**src/rtl/pipe_hazard_ctrl_if.sv**
```systemverilog
// Signal bundle between the 5-stage pipeline datapath and its hazard controller.
interface pipe_hazard_ctrl_if #(
  parameter int CNT_W = 32
);
  logic [3:0]       RA1D;
  logic [3:0]       RA2D;
  logic [3:0]       RA1E;
  logic [3:0]       RA2E;
  logic [3:0]       RdE;
  logic [3:0]       RdM;
  logic [3:0]       RdW;
  logic             MemtoRegE;
  logic             RegWriteM;
  logic             RegWriteW;
  logic             PCSrcD;
  logic             PCSrcE;
  logic             PCSrcM;
  logic             PCSrcW;
  logic             BranchTakenE;
  logic             MemReqM;
  logic             MemReadyM;
  logic [1:0]       forwardAE;
  logic [1:0]       forwardBE;
  logic             StallF;
  logic             StallD;
  logic             StallE;
  logic             StallM;
  logic             FlushD;
  logic             FlushE;
  logic             FlushW;
  logic             halted;
  logic [CNT_W-1:0] stall_cycles;
  logic [CNT_W-1:0] flush_cycles;

  modport master (
    output RA1D, RA2D, RA1E, RA2E, RdE, RdM, RdW,
    output MemtoRegE, RegWriteM, RegWriteW,
    output PCSrcD, PCSrcE, PCSrcM, PCSrcW, BranchTakenE, MemReqM, MemReadyM,
    input  forwardAE, forwardBE,
    input  StallF, StallD, StallE, StallM, FlushD, FlushE, FlushW, halted,
    input  stall_cycles, flush_cycles
  );

  modport slave (
    input  RA1D, RA2D, RA1E, RA2E, RdE, RdM, RdW,
    input  MemtoRegE, RegWriteM, RegWriteW,
    input  PCSrcD, PCSrcE, PCSrcM, PCSrcW, BranchTakenE, MemReqM, MemReadyM,
    output forwardAE, forwardBE,
    output StallF, StallD, StallE, StallM, FlushD, FlushE, FlushW, halted,
    output stall_cycles, flush_cycles
  );
endinterface

```
**src/rtl/pipe_hazard_ctrl.sv**
```systemverilog
// Hazard/sequencing controller for the F/D/E/M/W ARM pipeline: forwarding, stall/flush, memory-wait FSM.
// Define HAZ_PERF_EN to build the saturating stall_cycles/flush_cycles counters.
module pipe_hazard_ctrl #(
  parameter int MEM_TIMEOUT = 16,
  parameter int CNT_W       = 32
) (
  input logic               clk,
  input logic               rst_n,
  pipe_hazard_ctrl_if.slave bus
);
  localparam int WC_W = (MEM_TIMEOUT < 2) ? 2 : $clog2(MEM_TIMEOUT + 1);

  typedef enum logic [1:0] {
    ST_RUN      = 2'd0,
    ST_MEM_WAIT = 2'd1,
    ST_HALT     = 2'd2
  } state_t;

  state_t          r_state;
  state_t          w_state_nxt;
  logic [WC_W-1:0] r_wait_cnt;
  logic [WC_W-1:0] w_wait_cnt_nxt;
  logic            w_ld_stall;
  logic            w_pc_wr_pend;
  logic            w_mem_stall;
  logic            w_freeze;
  logic [1:0]      w_fwd_a;
  logic [1:0]      w_fwd_b;
  logic            w_stall_f;
  logic            w_stall_d;
  logic            w_stall_e;
  logic            w_stall_m;
  logic            w_flush_d;
  logic            w_flush_e;
  logic            w_flush_w;
  logic            w_halted;

  // R15 reads the PC path, never a forwarded result; M wins over W as the younger producer.
  function automatic logic [1:0] fwd_sel(input logic [3:0] src,
                                         input logic       wr_m,
                                         input logic [3:0] rd_m,
                                         input logic       wr_w,
                                         input logic [3:0] rd_w);
    logic [1:0] sel;
    if (src == 4'hF) begin
      sel = 2'b00;
    end else if (wr_m && (rd_m == src)) begin
      sel = 2'b10;
    end else if (wr_w && (rd_w == src)) begin
      sel = 2'b01;
    end else begin
      sel = 2'b00;
    end
    return sel;
  endfunction

  assign w_ld_stall   = bus.MemtoRegE && ((bus.RdE == bus.RA1D) || (bus.RdE == bus.RA2D));
  assign w_pc_wr_pend = bus.PCSrcD | bus.PCSrcE | bus.PCSrcM;
  assign w_mem_stall  = bus.MemReqM && !bus.MemReadyM;
  assign w_freeze     = (r_state == ST_HALT) || w_mem_stall;

  // Memory-wait FSM state and wait-cycle counter.
  always_ff @(posedge clk or negedge rst_n) begin
    if (!rst_n) begin
      r_state    <= ST_RUN;
      r_wait_cnt <= {WC_W{1'b0}};
    end else begin
      r_state    <= w_state_nxt;
      r_wait_cnt <= w_wait_cnt_nxt;
    end
  end

  // Next-state logic; the wait counter saturates so a disabled timeout never wraps into a match.
  always_comb begin
    w_state_nxt    = r_state;
    w_wait_cnt_nxt = r_wait_cnt;
    case (r_state)
      ST_RUN: begin
        if (w_mem_stall) begin
          w_state_nxt    = ST_MEM_WAIT;
          w_wait_cnt_nxt = WC_W'(1);
        end else begin
          w_state_nxt    = ST_RUN;
          w_wait_cnt_nxt = {WC_W{1'b0}};
        end
      end
      ST_MEM_WAIT: begin
        if (bus.MemReadyM) begin
          w_state_nxt    = ST_RUN;
          w_wait_cnt_nxt = {WC_W{1'b0}};
        end else if (w_mem_stall && (MEM_TIMEOUT > 0) && (r_wait_cnt == WC_W'(MEM_TIMEOUT))) begin
          w_state_nxt    = ST_HALT;
          w_wait_cnt_nxt = r_wait_cnt;
        end else if (r_wait_cnt == {WC_W{1'b1}}) begin
          w_state_nxt    = ST_MEM_WAIT;
          w_wait_cnt_nxt = r_wait_cnt;
        end else begin
          w_state_nxt    = ST_MEM_WAIT;
          w_wait_cnt_nxt = r_wait_cnt + WC_W'(1);
        end
      end
      ST_HALT: begin
        w_state_nxt    = ST_HALT;
        w_wait_cnt_nxt = r_wait_cnt;
      end
      default: begin
        w_state_nxt    = ST_RUN;
        w_wait_cnt_nxt = {WC_W{1'b0}};
      end
    endcase
  end

  // Pipeline controls: reset forces bubbles, a freeze holds everything and only bubbles W.
  always_comb begin
    w_fwd_a   = 2'b00;
    w_fwd_b   = 2'b00;
    w_stall_f = 1'b0;
    w_stall_d = 1'b0;
    w_stall_e = 1'b0;
    w_stall_m = 1'b0;
    w_flush_d = 1'b0;
    w_flush_e = 1'b0;
    w_flush_w = 1'b0;
    w_halted  = 1'b0;
    if (!rst_n) begin
      w_flush_d = 1'b1;
      w_flush_e = 1'b1;
      w_flush_w = 1'b1;
    end else if (w_freeze) begin
      w_fwd_a   = fwd_sel(bus.RA1E, bus.RegWriteM, bus.RdM, bus.RegWriteW, bus.RdW);
      w_fwd_b   = fwd_sel(bus.RA2E, bus.RegWriteM, bus.RdM, bus.RegWriteW, bus.RdW);
      w_stall_f = 1'b1;
      w_stall_d = 1'b1;
      w_stall_e = 1'b1;
      w_stall_m = 1'b1;
      w_flush_w = 1'b1;
      w_halted  = (r_state == ST_HALT);
    end else begin
      w_fwd_a   = fwd_sel(bus.RA1E, bus.RegWriteM, bus.RdM, bus.RegWriteW, bus.RdW);
      w_fwd_b   = fwd_sel(bus.RA2E, bus.RegWriteM, bus.RdM, bus.RegWriteW, bus.RdW);
      w_stall_f = w_ld_stall | w_pc_wr_pend;
      w_stall_d = w_ld_stall;
      w_flush_d = w_pc_wr_pend | bus.PCSrcW | bus.BranchTakenE;
      w_flush_e = w_ld_stall | bus.BranchTakenE;
    end
  end

  assign bus.forwardAE = w_fwd_a;
  assign bus.forwardBE = w_fwd_b;
  assign bus.StallF    = w_stall_f;
  assign bus.StallD    = w_stall_d;
  assign bus.StallE    = w_stall_e;
  assign bus.StallM    = w_stall_m;
  assign bus.FlushD    = w_flush_d;
  assign bus.FlushE    = w_flush_e;
  assign bus.FlushW    = w_flush_w;
  assign bus.halted    = w_halted;

`ifdef HAZ_PERF_EN
  logic [CNT_W-1:0] r_stall_cycles;
  logic [CNT_W-1:0] r_flush_cycles;

  // Saturating stall/flush cycle counters.
  always_ff @(posedge clk or negedge rst_n) begin
    if (!rst_n) begin
      r_stall_cycles <= {CNT_W{1'b0}};
      r_flush_cycles <= {CNT_W{1'b0}};
    end else begin
      if (w_stall_f && (r_stall_cycles != {CNT_W{1'b1}})) begin
        r_stall_cycles <= r_stall_cycles + CNT_W'(1);
      end else begin
        r_stall_cycles <= r_stall_cycles;
      end
      if ((w_flush_d | w_flush_e | w_flush_w) && (r_flush_cycles != {CNT_W{1'b1}})) begin
        r_flush_cycles <= r_flush_cycles + CNT_W'(1);
      end else begin
        r_flush_cycles <= r_flush_cycles;
      end
    end
  end

  assign bus.stall_cycles = r_stall_cycles;
  assign bus.flush_cycles = r_flush_cycles;
`else
  assign bus.stall_cycles = {CNT_W{1'b0}};
  assign bus.flush_cycles = {CNT_W{1'b0}};
`endif
endmodule

```
**src/flat_wrapper.sv**
```systemverilog
// flat-port wrapper written by rule: the top's interface ports become plain ports
module pipe_hazard_ctrl_flat 
#(
  parameter int MEM_TIMEOUT = 16,
  parameter int CNT_W       = 32
)
  (clk, rst_n, bus_RA1D, bus_RA2D, bus_RA1E, bus_RA2E, bus_RdE, bus_RdM, bus_RdW, bus_MemtoRegE, bus_RegWriteM, bus_RegWriteW, bus_PCSrcD, bus_PCSrcE, bus_PCSrcM, bus_PCSrcW, bus_BranchTakenE, bus_MemReqM, bus_MemReadyM, bus_forwardAE, bus_forwardBE, bus_StallF, bus_StallD, bus_StallE, bus_StallM, bus_FlushD, bus_FlushE, bus_FlushW, bus_halted, bus_stall_cycles, bus_flush_cycles);
  pipe_hazard_ctrl_if #(.CNT_W(CNT_W)) bus_i ();
  input logic clk;
  input logic rst_n;
  input wire logic [$bits(bus_i.RA1D)-1:0] bus_RA1D;
  input wire logic [$bits(bus_i.RA2D)-1:0] bus_RA2D;
  input wire logic [$bits(bus_i.RA1E)-1:0] bus_RA1E;
  input wire logic [$bits(bus_i.RA2E)-1:0] bus_RA2E;
  input wire logic [$bits(bus_i.RdE)-1:0] bus_RdE;
  input wire logic [$bits(bus_i.RdM)-1:0] bus_RdM;
  input wire logic [$bits(bus_i.RdW)-1:0] bus_RdW;
  input wire logic [$bits(bus_i.MemtoRegE)-1:0] bus_MemtoRegE;
  input wire logic [$bits(bus_i.RegWriteM)-1:0] bus_RegWriteM;
  input wire logic [$bits(bus_i.RegWriteW)-1:0] bus_RegWriteW;
  input wire logic [$bits(bus_i.PCSrcD)-1:0] bus_PCSrcD;
  input wire logic [$bits(bus_i.PCSrcE)-1:0] bus_PCSrcE;
  input wire logic [$bits(bus_i.PCSrcM)-1:0] bus_PCSrcM;
  input wire logic [$bits(bus_i.PCSrcW)-1:0] bus_PCSrcW;
  input wire logic [$bits(bus_i.BranchTakenE)-1:0] bus_BranchTakenE;
  input wire logic [$bits(bus_i.MemReqM)-1:0] bus_MemReqM;
  input wire logic [$bits(bus_i.MemReadyM)-1:0] bus_MemReadyM;
  output wire logic [$bits(bus_i.forwardAE)-1:0] bus_forwardAE;
  output wire logic [$bits(bus_i.forwardBE)-1:0] bus_forwardBE;
  output wire logic [$bits(bus_i.StallF)-1:0] bus_StallF;
  output wire logic [$bits(bus_i.StallD)-1:0] bus_StallD;
  output wire logic [$bits(bus_i.StallE)-1:0] bus_StallE;
  output wire logic [$bits(bus_i.StallM)-1:0] bus_StallM;
  output wire logic [$bits(bus_i.FlushD)-1:0] bus_FlushD;
  output wire logic [$bits(bus_i.FlushE)-1:0] bus_FlushE;
  output wire logic [$bits(bus_i.FlushW)-1:0] bus_FlushW;
  output wire logic [$bits(bus_i.halted)-1:0] bus_halted;
  output wire logic [$bits(bus_i.stall_cycles)-1:0] bus_stall_cycles;
  output wire logic [$bits(bus_i.flush_cycles)-1:0] bus_flush_cycles;
  assign bus_i.RA1D = bus_RA1D;
  assign bus_i.RA2D = bus_RA2D;
  assign bus_i.RA1E = bus_RA1E;
  assign bus_i.RA2E = bus_RA2E;
  assign bus_i.RdE = bus_RdE;
  assign bus_i.RdM = bus_RdM;
  assign bus_i.RdW = bus_RdW;
  assign bus_i.MemtoRegE = bus_MemtoRegE;
  assign bus_i.RegWriteM = bus_RegWriteM;
  assign bus_i.RegWriteW = bus_RegWriteW;
  assign bus_i.PCSrcD = bus_PCSrcD;
  assign bus_i.PCSrcE = bus_PCSrcE;
  assign bus_i.PCSrcM = bus_PCSrcM;
  assign bus_i.PCSrcW = bus_PCSrcW;
  assign bus_i.BranchTakenE = bus_BranchTakenE;
  assign bus_i.MemReqM = bus_MemReqM;
  assign bus_i.MemReadyM = bus_MemReadyM;
  assign bus_forwardAE = bus_i.forwardAE;
  assign bus_forwardBE = bus_i.forwardBE;
  assign bus_StallF = bus_i.StallF;
  assign bus_StallD = bus_i.StallD;
  assign bus_StallE = bus_i.StallE;
  assign bus_StallM = bus_i.StallM;
  assign bus_FlushD = bus_i.FlushD;
  assign bus_FlushE = bus_i.FlushE;
  assign bus_FlushW = bus_i.FlushW;
  assign bus_halted = bus_i.halted;
  assign bus_stall_cycles = bus_i.stall_cycles;
  assign bus_flush_cycles = bus_i.flush_cycles;
  pipe_hazard_ctrl #(.MEM_TIMEOUT(MEM_TIMEOUT), .CNT_W(CNT_W)) u_core (.clk(clk), .rst_n(rst_n), .bus(bus_i));
endmodule
```
**config.mk**
```make
export PLATFORM = sky130hd
export DESIGN_NAME = pipe_hazard_ctrl_flat
export DESIGN_NICKNAME = d
export VERILOG_FILES = /design/src/rtl/pipe_hazard_ctrl_if.sv /design/src/rtl/pipe_hazard_ctrl.sv /design/src/flat_wrapper.sv
export SDC_FILE = /design/constraint.sdc
export NUM_CORES = 1
export LEC_CHECK = 0
export BUFFER_PORTS_ARGS = -buffer_cell sky130_fd_sc_hd__buf_2
export CELL_PAD_IN_SITES_DETAIL_PLACEMENT = 2
export CELL_PAD_IN_SITES_GLOBAL_PLACEMENT = 2
export CORE_MARGIN = 2
export CORE_UTILIZATION = 18
export DETAILED_ROUTE_END_ITERATION = 10
export PLACE_DENSITY_LB_ADDON = 0.1
export SYNTH_ARGS = -nofsm -noshare
export SYNTH_HDL_FRONTEND = slang
export SYNTH_SLANG_ARGS = --single-unit
```
**constraint.sdc**
```tcl
create_clock -name clk -period 2.38 [get_ports clk]
set_input_delay 0.476 -clock clk [delete_from_list [all_inputs] [get_ports clk]]
set_output_delay 0.476 -clock clk [all_outputs]
set_load 0.02 [all_outputs]
```
==> results of run 1 <==
==> cells in the mapped netlist, drive strengths merged <==
master and instances:
dfrtp 7, a31o 1, a21o 1, xnor2 8
a41oi 1, nor2 8, nand4b 1, a22o 1
a32o 1, nor4 4, inv 5, conb 1
o21ai 6, nor3 3, nand2 10, a2111oi 1
or3 1, o211ai 2, ha 3, a31oi 2
and2b 1, xor2 14, nand2b 3, buf 65
nand3 1, a21oi 3, nand4 4, o31ai 1
a41o 1, and4 1, and3 3, or3b 1
nor3b 1, and2 3, o21a 1
==> per-layer routing <==
layer | GRT usage | vias up | share of wire
met2 | 0.169 | 72 | 0.51
met5 | 0 | - | 0
li1 | - | 554 | -
met3 | 0.0231 | 2 | 0.11
met4 | 0.0204 | 0 | 0.0072
met1 | 0.0996 | 539 | 0.38
==> kinds of logic (layout without fill, tap and decap cells) <==
group	Yosys count	count (layout)	synth area share
AO/OA/AOI/OAI	22	22	0.115
buffers and inverters	70	62	0.386
AND/OR/NAND/NOR	45	45	0.186
other	1	64	0.00286
adder cells (fa/ha/maj)	3	3	0.0286
XOR/XNOR	22	22	0.147
flip-flops	7	7	0.134
==> final cells by class <==
class	count	area [µm²]
Inverter	5	18.8
Clock buffer	4	45.0
Multi-Input combinational cell	156	866
Tap cell	99	124
Timing Repair Buffer	53	270
Fill cell	907	5640
Sequential cell	7	175
==> stage by stage <==
step           cells  setup WS (ps)  hold slack [ps]
3_5_place_dp     320            279              478
2_1_floorplan    233            616              180
4_1_cts          324            277              225
5_1_grt          324            125              223
3_3_place_gp     320            276              482
6_report         324            297              206
==> flip-flops by register name, indices dropped and copies added, names as in the netlist <==
| signal | cells |
|---|---|
| u_core.r_wait_cnt | 5 |
| u_core.r_state | 2 |
==> power groups by stage <==
stage	Sequential, mW	Clock (mW)	Combinational [mW]
finish	0.127	0.176	0.234
global route	0.128	0.193	0.259
CTS	0.127	0.186	0.236
detailed placement	0.129	0	0.235
global placement	0.129	0	0.235
floorplan	0.128	0	0.238
==> worst max-delay path, delay by kind of cell <==
kind | cells | cell delay, ps
and+or+nand+nor | 2 | 510
AOI/OAI and AO/OA | 1 | 200
xor gates and xnor gates | 1 | 160
buffers and inverters | 2 | 270
==> worst paths after layout <==
| check | end | cells past startpoint | slack [ps] |
|---|---|---|---|
| hold reg to reg | u_core.r_wait_cnt[3]$_DFFE_PN0P_ | 1 | 500 |
| min in group clk | u_core.r_wait_cnt[3]$_DFFE_PN0P_ | 1 | 500 |
| max in group asynchronous | u_core.r_state[0]$_DFF_PN0_ | 2 | 1980 |
| setup reg to reg | u_core.r_wait_cnt[0]$_DFFE_PN0P_ | 6 | 450 |
| hold / removal | u_core.r_wait_cnt[4]$_DFFE_PN0P_ | 2 | 210 |
| setup / recovery | bus_StallD | 6 | 300 |
==> results.py, run 1 <==
metrics = {
    "critical_path": {
        "crit_top_cell": "buf_2",
        "path_class": "primary input to output port",
        "r2r-start": "u_core.r_wait_cnt[0]$_DFFE_PN0P_",
        "crit_required_ps": 1900,
        "start_kind": "primary input",
        "crit_path_cell_trace": "buf_2 -> xor2_1 -> nor4_1 -> o211ai_1 -> nand2b_1 -> buf_2",
        "cp-end-kind": "output port",
        "cp_slowest_cell": "nor4_1",
        "critical_path.max_stage_delay_ps": 410,
        "cp_data_arrival_time_ps": 1610,
        "cp-startpoint": "bus_RdE[1]",
        "worst-path-max-fanout": 2,
    },
    "floorplan": {
        "die-area_mm2": 0.00798,
        "die_h_um": 89.4,
        "core_area_mm2": 0.00714,
        "row_count": 31,
        "ios": 116,
        "start_util": 0.184,
        "die_x_um": 89.4,
    },
    "timing": {
        "setup_viol": 0,
        "finalClockSkew_ps": 3.65,
        "finalCritPeriodShare": 0.875,
        "relSlewSlack": 0.611,
        "worst_pin_slew_ps": 583,
        "fmax_mhz": 480,
        "finalCriticalPeriod_ps": 2080,
        "tns_ps": 0,
        "drv_slew": 0,
        "grt_setup_unrepaired": "false",
        "hold_viol_final": 0,
    },
    "layout": {
        "layout_common_cells": "64 x conb_1, 51 x buf_2, 14 x xor2_1, 10 x nand2_1",
        "finish.utilization": 0.210,
        "fin_area_mm2": 0.00150,
        "fin_nets": 269,
        "syn_to_final_growth_pct": 14.3,
        "final_common_cell": "conb_1",
        "drive_above_1_share": 0.262,
        "n_antenna_cell": 0,
    },
    "global_route": {
        "grt_overflow": 0,
        "grt_pass1_wl_mm": 5.51,
        "antenna_found_initial": 0,
        "grt_pass1_vias": 1127,
        "grt_max_degree": 17,
        "grt_use_total": 0.0894,
    },
    "cts": {
        "cts_tree": "done",
        "cts-root-buf": "clkbuf_8",
        "cts_inserted_buffers": 3,
        "cts_hold_buf": 0,
        "cts_resized": 0,
        "post_cts_buffers": 0,
        "cts.reportedPaths.clkPinSlew_ps": 50,
        "htreeDepth": 1,
        "cts_sinks": 7,
        "cts.path.max_buffers": 2,
        "clk_latency_ps": 230,
    },
    "pwr": {
        "p_int_mw": 0.306,
        "p_comb_frac": 0.436,
        "switching_share": 0.431,
        "cellLeakagePower_nw": 0.802,
        "seq_power_share": 0.237,
        "clkPwrFrac": 0.327,
        "power_mw": 0.537,
        "power_density_mw_per_mm2": 358,
        "ir_drop_mv": 0.0854,
        "power.switching_mw": 0.231,
    },
    "outcome": {
        "status": "finished, final reports clean",
    },
    "synthesis": {
        "synth_seq_cells": 7,
        "synth_seq_area_share": 0.134,
        "synth.distinct_cells": 36,
        "synth.area.top_cells": "buf_4 37%, dfrtp_1 13%, xor2_1 9.4%, xnor2_1 5.3%, ha_1 2.9%",
        "synthCells": 170,
        "syn_area_mm2": 0.00131,
        "synth_top_area_share": 0.372,
        "ys_warn_count": 0,
        "avgSynthCellArea_um2": 7.71,
        "synth_top_cell_by_area": "buf_4",
    },
    "routing": {
        "wirelength_mm": 3.74,
        "ant_nets": 0,
        "wl_per_cell_um": 11.5,
        "num_vias": 1167,
        "drtIter0Drc": 24,
        "viasPerCell": 3.60,
        "first_pass_iters": 4,
        "drc": 0,
    },
    "place": {
        "port_buffers": 51,
        "dpl_cell_area_mm2": 0.00145,
        "dp_hpwl_mm": 3.24,
        "place.gp.congestion": 0.678,
    },
    "flow_run": {
        "drv_cap": 0,
    },
    "min_path": {
        "hp-class": "primary input to asynchronous set/reset pin",
    },
}
Power figures use the tool's default switching activity.
==> inputs of run 2 (changes only) <==
Settings changed: ABC_AREA from default to 1, CORE_UTILIZATION 18 to 17.
==> run 2 against run 1 <==
Flip-flop and latch count unchanged. Via count increased by 18%. Fmax rose by 5.9%. Combinational power up 6%. Design area up 6.3%. Critical path type unchanged. Sequential share of layout area down 0.70 points. Hold slack better by 13 ps. Clock-buffer cell count stayed put.
==> results.py, run 2 <==
metrics = {
    "routing": {
        "m1WireLength_mm": 1.73,
        "viasPerCell": 3.53,
        "wl_met2_mm": 1.90,
        "wirelength_mm": 3.97,
        "wl_per_cell_um": 10.2,
        "ant_nets": 0,
        "drtIter0Drc": 7,
        "num_vias": 1377,
        "maxUsedRoutingLayer": "met4",
        "wl_met3_um": 291,
        "first_pass_iters": 4,
        "drc": 0,
    },
    "critical_path": {
        "cp-end-kind": "output port",
        "cp_data_arrival_time_ps": 1490,
        "worst-path-max-fanout": 4,
        "path_class": "primary input to output port",
        "crit_required_ps": 1900,
        "start_kind": "primary input",
    },
    "timing": {
        "tns_ps": 0,
        "grt_setup_unrepaired": "false",
        "finalCritPeriodShare": 0.827,
        "hold_viol_final": 0,
        "fmax_mhz": 508,
        "finalCriticalPeriod_ps": 1970,
        "drv_slew": 0,
        "finalClockSkew_ps": 0.377,
        "setup_viol": 0,
        "holdWs_ps": 218,
        "worst_slack_ps": 412,
    },
    "synthesis": {
        "synth_top_flop_cell": "dfrtp_1",
        "synthCells": 231,
        "synth.distinct_cells": 24,
        "async_flop_share": 1.00,
        "synth_seq_area_share": 0.125,
        "synth_edf_count": 0,
        "ys_warn_count": 0,
        "synth.area.top_cells": "buf_4 35%, nand2_1 15%, dfrtp_1 12%, inv_1 8.3%, nor2_1 5.3%",
        "yosys-top-cells-count": "65 x buf_4, 58 x nand2_1, 31 x inv_1",
        "avgSynthCellArea_um2": 6.09,
        "synth_top_area_share": 0.347,
        "syn_area_mm2": 0.00141,
        "synth_top_cell_by_area": "buf_4",
        "yosysMostFrequentCell": "buf_4",
        "synth_seq_cells": 7,
    },
    "floorplan": {
        "ios": 116,
        "die_h_um": 95.0,
        "die-area_mm2": 0.00902,
        "start_util": 0.173,
        "row_count": 33,
        "die_x_um": 95.0,
        "core_area_mm2": 0.00813,
    },
    "place": {
        "place.gp.congestion": 0.709,
        "port_buffers": 51,
        "pre_cts_ws_ps": 380,
        "dp_hpwl_mm": 3.58,
        "dpl_cell_area_mm2": 0.00155,
    },
    "cts": {
        "htreeDepth": 1,
        "cts_sinks": 7,
        "cts_inserted_buffers": 3,
        "cts_hold_buf": 0,
        "cts_tree": "done",
        "post_cts_buffers": 0,
        "clk_latency_ps": 230,
        "cts-root-buf": "clkbuf_8",
        "cts.path.max_buffers": 2,
        "cts_resized": 0,
        "cts.reportedPaths.clkPinSlew_ps": 40,
    },
    "layout": {
        "drive_above_1_share": 0.214,
        "fin_area_mm2": 0.00159,
        "fillers": 1032,
        "fin_nets": 329,
        "largest_reg_flops": 5,
        "n_antenna_cell": 0,
        "top_regs": "u_core.r_wait_cnt (5), u_core.r_state (2)",
        "layout_common_cells": "64 x conb_1, 58 x nand2_1, 51 x buf_2, 31 x inv_1, 20 x nor2_1",
        "largest_register": "u_core.r_wait_cnt",
        "final_common_cell": "conb_1",
        "syn_to_final_growth_pct": 13.3,
        "multi_input_area_um2": 863,
        "seqCellArea_um2": 175,
    },
    "global_route": {
        "grt_max_degree": 12,
        "grt_use_total": 0.0837,
        "grt_pass1_wl_mm": 5.89,
        "antenna_found_initial": 0,
        "grt_pass1_vias": 1244,
        "grt_overflow": 0,
    },
    "pwr": {
        "power_density_mw_per_mm2": 347,
        "ir_drop_mv": 0.132,
        "power_mw": 0.553,
        "cellLeakagePower_nw": 0.993,
    },
    "flow_run": {
        "drv_cap": 0,
    },
    "min_path": {
        "hp-class": "primary input to asynchronous set/reset pin",
    },
    "outcome": {
        "status": "finished, final reports clean",
    },
}
run 2: cell count changes after synthesis, moves of 4 or more:
cell / delta
nand2_1: +48
inv_1: +26
nor2_1: +12
xor2_1: -12
xnor2_1: -7
nand3_1: +4
nor4_1: -4
run 2: through the flow:
stage | util | instances
2_1_floorplan | - | 294
3_3_place_gp | 0.190 | 386
3_5_place_dp | 0.190 | 386
4_1_cts | 0.196 | 390
5_1_grt | 0.196 | 390
6_report | 0.196 | 390
run 2: final timing paths:
check / startpoint / slack (ps) / cells past startpoint / to
min reg2reg: u_core.r_wait_cnt[4]$_DFFE_PN0P_ / 540 / 2 / u_core.r_wait_cnt[4]$_DFFE_PN0P_
min in group clk: u_core.r_wait_cnt[4]$_DFFE_PN0P_ / 540 / 2 / u_core.r_wait_cnt[4]$_DFFE_PN0P_
min: rst_n / 220 / 2 / u_core.r_wait_cnt[2]$_DFFE_PN0P_
max reg2reg: u_core.r_wait_cnt[0]$_DFFE_PN0P_ / 880 / 8 / u_core.r_wait_cnt[3]$_DFFE_PN0P_
max: bus_RA1E[2] / 410 / 6 / bus_forwardAE[1]
max in group asynchronous: rst_n / 2010 / 2 / u_core.r_wait_cnt[4]$_DFFE_PN0P_
run 2: where the power goes:
part	switching [mW]	total (mW)	internal [mW]	leakage, nW
registers	0.00581	0.130	0.124	0.0952
clock network	0.0594	0.176	0.117	0.0228
logic	0.183	0.247	0.0635	0.875
total	0.248	0.553	0.305	0.993
run 2: cells by family (layout without fill, tap and decap cells):
logic type | after synthesis | count (layout) | synth area share
AOI/OAI and AO/OA | 21 | 21 | 0.0819
xor gates and xnor gates | 3 | 3 | 0.0187
adders and majority gates | 3 | 3 | 0.0267
buffers and inverters | 96 | 87 | 0.430
DFF | 7 | 7 | 0.125
other | 1 | 64 | 0.00267
and+or+nand+nor | 100 | 100 | 0.316
run 2: worst max-delay path, stage by stage:
cell and delay, ps:
buf_2 120, or2_2 290, a21oi_1 150, nand4_1 120, nor3_1 150, buf_2 190
run 2: final cells by class:
| class | count | share of cell area |
|---|---|---|
| sequential | 7 | 0.110 |
| inverter | 31 | 0.0730 |
| timing repair buffer | 52 | 0.165 |
| multi-input combinational | 191 | 0.542 |
| tap | 105 | 0.0824 |
| clock buffer | 4 | 0.0283 |
run 2: layer usage:
metal  up-vias  global-route usage
met3         5              0.0152
li1        693                   -
met1       623               0.104
met2        56               0.146
met4         0              0.0254
met5         -                   0
==> inputs of run 3 (changes only) <==
Settings changed: CORE_UTILIZATION 17 to 16.
Clock period 2.38 ns to 1.77 ns, I/O delays scaled along.
==> run 3 against run 2 <==
Clock-buffer cell count unchanged. First-iteration DRC count decreased by 14%. Worst setup slack got worse by 300 ps. Hold slack got worse by 73 ps. Final cell count increased by 1.8%. Sequential power increased by 35%. Highest routed layer unchanged.
==> results.py, run 3 (synthesized netlist as in run 2, its figures left out) <==
metrics = {
    "pwr": {
        "power_density_mw_per_mm2": 453,
        "clkPwrFrac": 0.305,
        "power.switching_mw": 0.338,
        "switching_share": 0.444,
        "cellLeakagePower_nw": 1.03,
        "seq_power_share": 0.230,
        "p_comb_frac": 0.465,
        "p_int_mw": 0.423,
        "ir_drop_mv": 0.300,
    },
    "layout": {
        "largest_reg_flops": 5,
        "final_common_cell": "conb_1",
        "n_antenna_cell": 0,
        "drive_above_1_share": 0.256,
        "syn_to_final_growth_pct": 19.5,
        "top_regs": "u_core.r_wait_cnt (5), u_core.r_state (2)",
        "fin_area_mm2": 0.00168,
        "multi_input_area_um2": 892,
        "fillers": 1103,
        "layout_common_cells": "64 x conb_1, 56 x nand2_1, 45 x buf_2, 30 x inv_1, 18 x nor2_1",
        "seqCellArea_um2": 176,
        "fin_nets": 333,
        "largest_register": "u_core.r_wait_cnt",
    },
    "critical_path": {
        "crit_required_ps": 1420,
        "critical_path.max_stage_delay_ps": 440,
        "worst-path-max-fanout": 4,
        "cp-end-kind": "output port",
        "cp_data_arrival_time_ps": 1300,
        "crit_path_cell_trace": "nand2_4 -> nand2_2 -> inv_1 -> nor2_2 -> a21oi_1 -> buf_4",
        "cp_slowest_cell": "dfrtp_2",
        "path_class": "register to output port",
        "start_kind": "register",
    },
    "cts": {
        "cts.reportedPaths.clkPinSlew_ps": 40,
        "cts-root-buf": "clkbuf_8",
        "htreeDepth": 1,
        "clk_latency_ps": 230,
        "cts_tree": "done",
        "post_cts_buffers": 0,
        "cts_sinks": 7,
        "cts.path.max_buffers": 2,
        "cts_inserted_buffers": 3,
    },
    "timing": {
        "hold_viol_final": 0,
        "setup_viol": 0,
        "finalCriticalPeriod_ps": 1660,
        "drv_slew": 0,
        "grt_setup_unrepaired": "true",
        "finalCritPeriodShare": 0.937,
        "tns_ps": 0,
        "fmax_mhz": 603,
        "finalClockSkew_ps": 4.97,
    },
    "floorplan": {
        "die_h_um": 97.8,
        "start_util": 0.163,
        "core_area_mm2": 0.00864,
        "die-area_mm2": 0.00956,
        "row_count": 34,
        "die_x_um": 97.8,
        "ios": 116,
    },
    "routing": {
        "drtIter0Drc": 6,
        "num_vias": 1388,
        "first_pass_iters": 3,
        "wl_per_cell_um": 10.5,
        "wirelength_mm": 4.18,
        "drc": 0,
        "viasPerCell": 3.50,
        "ant_nets": 0,
    },
    "place": {
        "dp_hpwl_mm": 3.82,
        "place.gp.congestion": 0.772,
        "dpl_cell_area_mm2": 0.00158,
        "port_buffers": 51,
    },
    "min_path": {
        "hp-class": "primary input to asynchronous set/reset pin",
    },
    "global_route": {
        "use_met2": 0.157,
        "grt_pass1_wl_mm": 6.60,
        "grt_overflow": 0,
        "use_met3": 0.0122,
        "grt_max_degree": 11,
        "met1_usage": 0.100,
        "antenna_found_initial": 0,
        "grt_busiest_layer": "met2",
        "grt_use_total": 0.0832,
        "grt_pass1_vias": 1390,
    },
    "outcome": {
        "status": "finished, final reports clean",
    },
    "flow_run": {
        "drv_cap": 0,
    },
}
run 3: routing by layer:
layer / routed length, µm / up-vias
met3: 196 / 4
met2: 2140 / 50
met4: 31 / 0
li1: - / 701
met5: 0 / -
met1: 1810 / 633
run 3: worst max-delay path: cells and delay by family (launching register included):
| family | cells | cell delay (ps) |
|---|---|---|
| DFF | 1 | 440 |
| buffers and inverters | 2 | 260 |
| and+or+nand+nor | 3 | 240 |
| AOI/OAI and AO/OA | 1 | 140 |
run 3: path summary, 6_finish.rpt:
check	to	cells past startpoint	slack [ps]	startpoint
max	bus_FlushE	6	110	u_core.r_state[1]$_DFF_PN0_
max reg2reg	u_core.r_wait_cnt[3]$_DFFE_PN0P_	8	270	u_core.r_wait_cnt[0]$_DFFE_PN0P_
min in group clk	u_core.r_wait_cnt[4]$_DFFE_PN0P_	4	450	bus_MemReadyM
min reg2reg	u_core.r_wait_cnt[4]$_DFFE_PN0P_	2	540	u_core.r_wait_cnt[4]$_DFFE_PN0P_
min	u_core.r_wait_cnt[4]$_DFFE_PN0P_	2	140	rst_n
max in group asynchronous	u_core.r_state[1]$_DFF_PN0_	2	1490	rst_n
run 3: repair_timing:
item | in CTS | in global routing
resized for setup | 3 | 16
pin swaps | 0 | 6
endpoints found under the setup margin | 5 | 9
hold buffers | 0 | 0
run 3: final cells by class:
type,count,area share
Tap cell,108,0.0804
Multi-Input combinational cell,191,0.531
Sequential cell,7,0.105
Timing Repair Buffer,56,0.188
Inverter,31,0.0692
Clock buffer,4,0.0268
run 3: power by group through the flow:
stage	Combinational [mW]	Sequential (mW)	Clock (mW)
5_1_grt	0.395	0.176	0.251
3_5_place_dp	0.344	0.177	0
4_1_cts	0.347	0.175	0.241
3_3_place_gp	0.342	0.177	0
2_1_floorplan	0.338	0.175	0
6_report	0.354	0.175	0.232
run 3: through the flow:
step	utilization	std cells	hold WS, ps	power [mW]	setup WS [ps]
final	0.195	397	145	0.761	112
after global routing	0.195	397	187	0.823	-8.42
after detailed placement	0.183	393	410	0.521	13.6
after CTS	0.189	397	163	0.763	12.1
after floorplan	-	294	58.4	0.513	92.6
after global placement	0.183	393	415	0.519	69.0
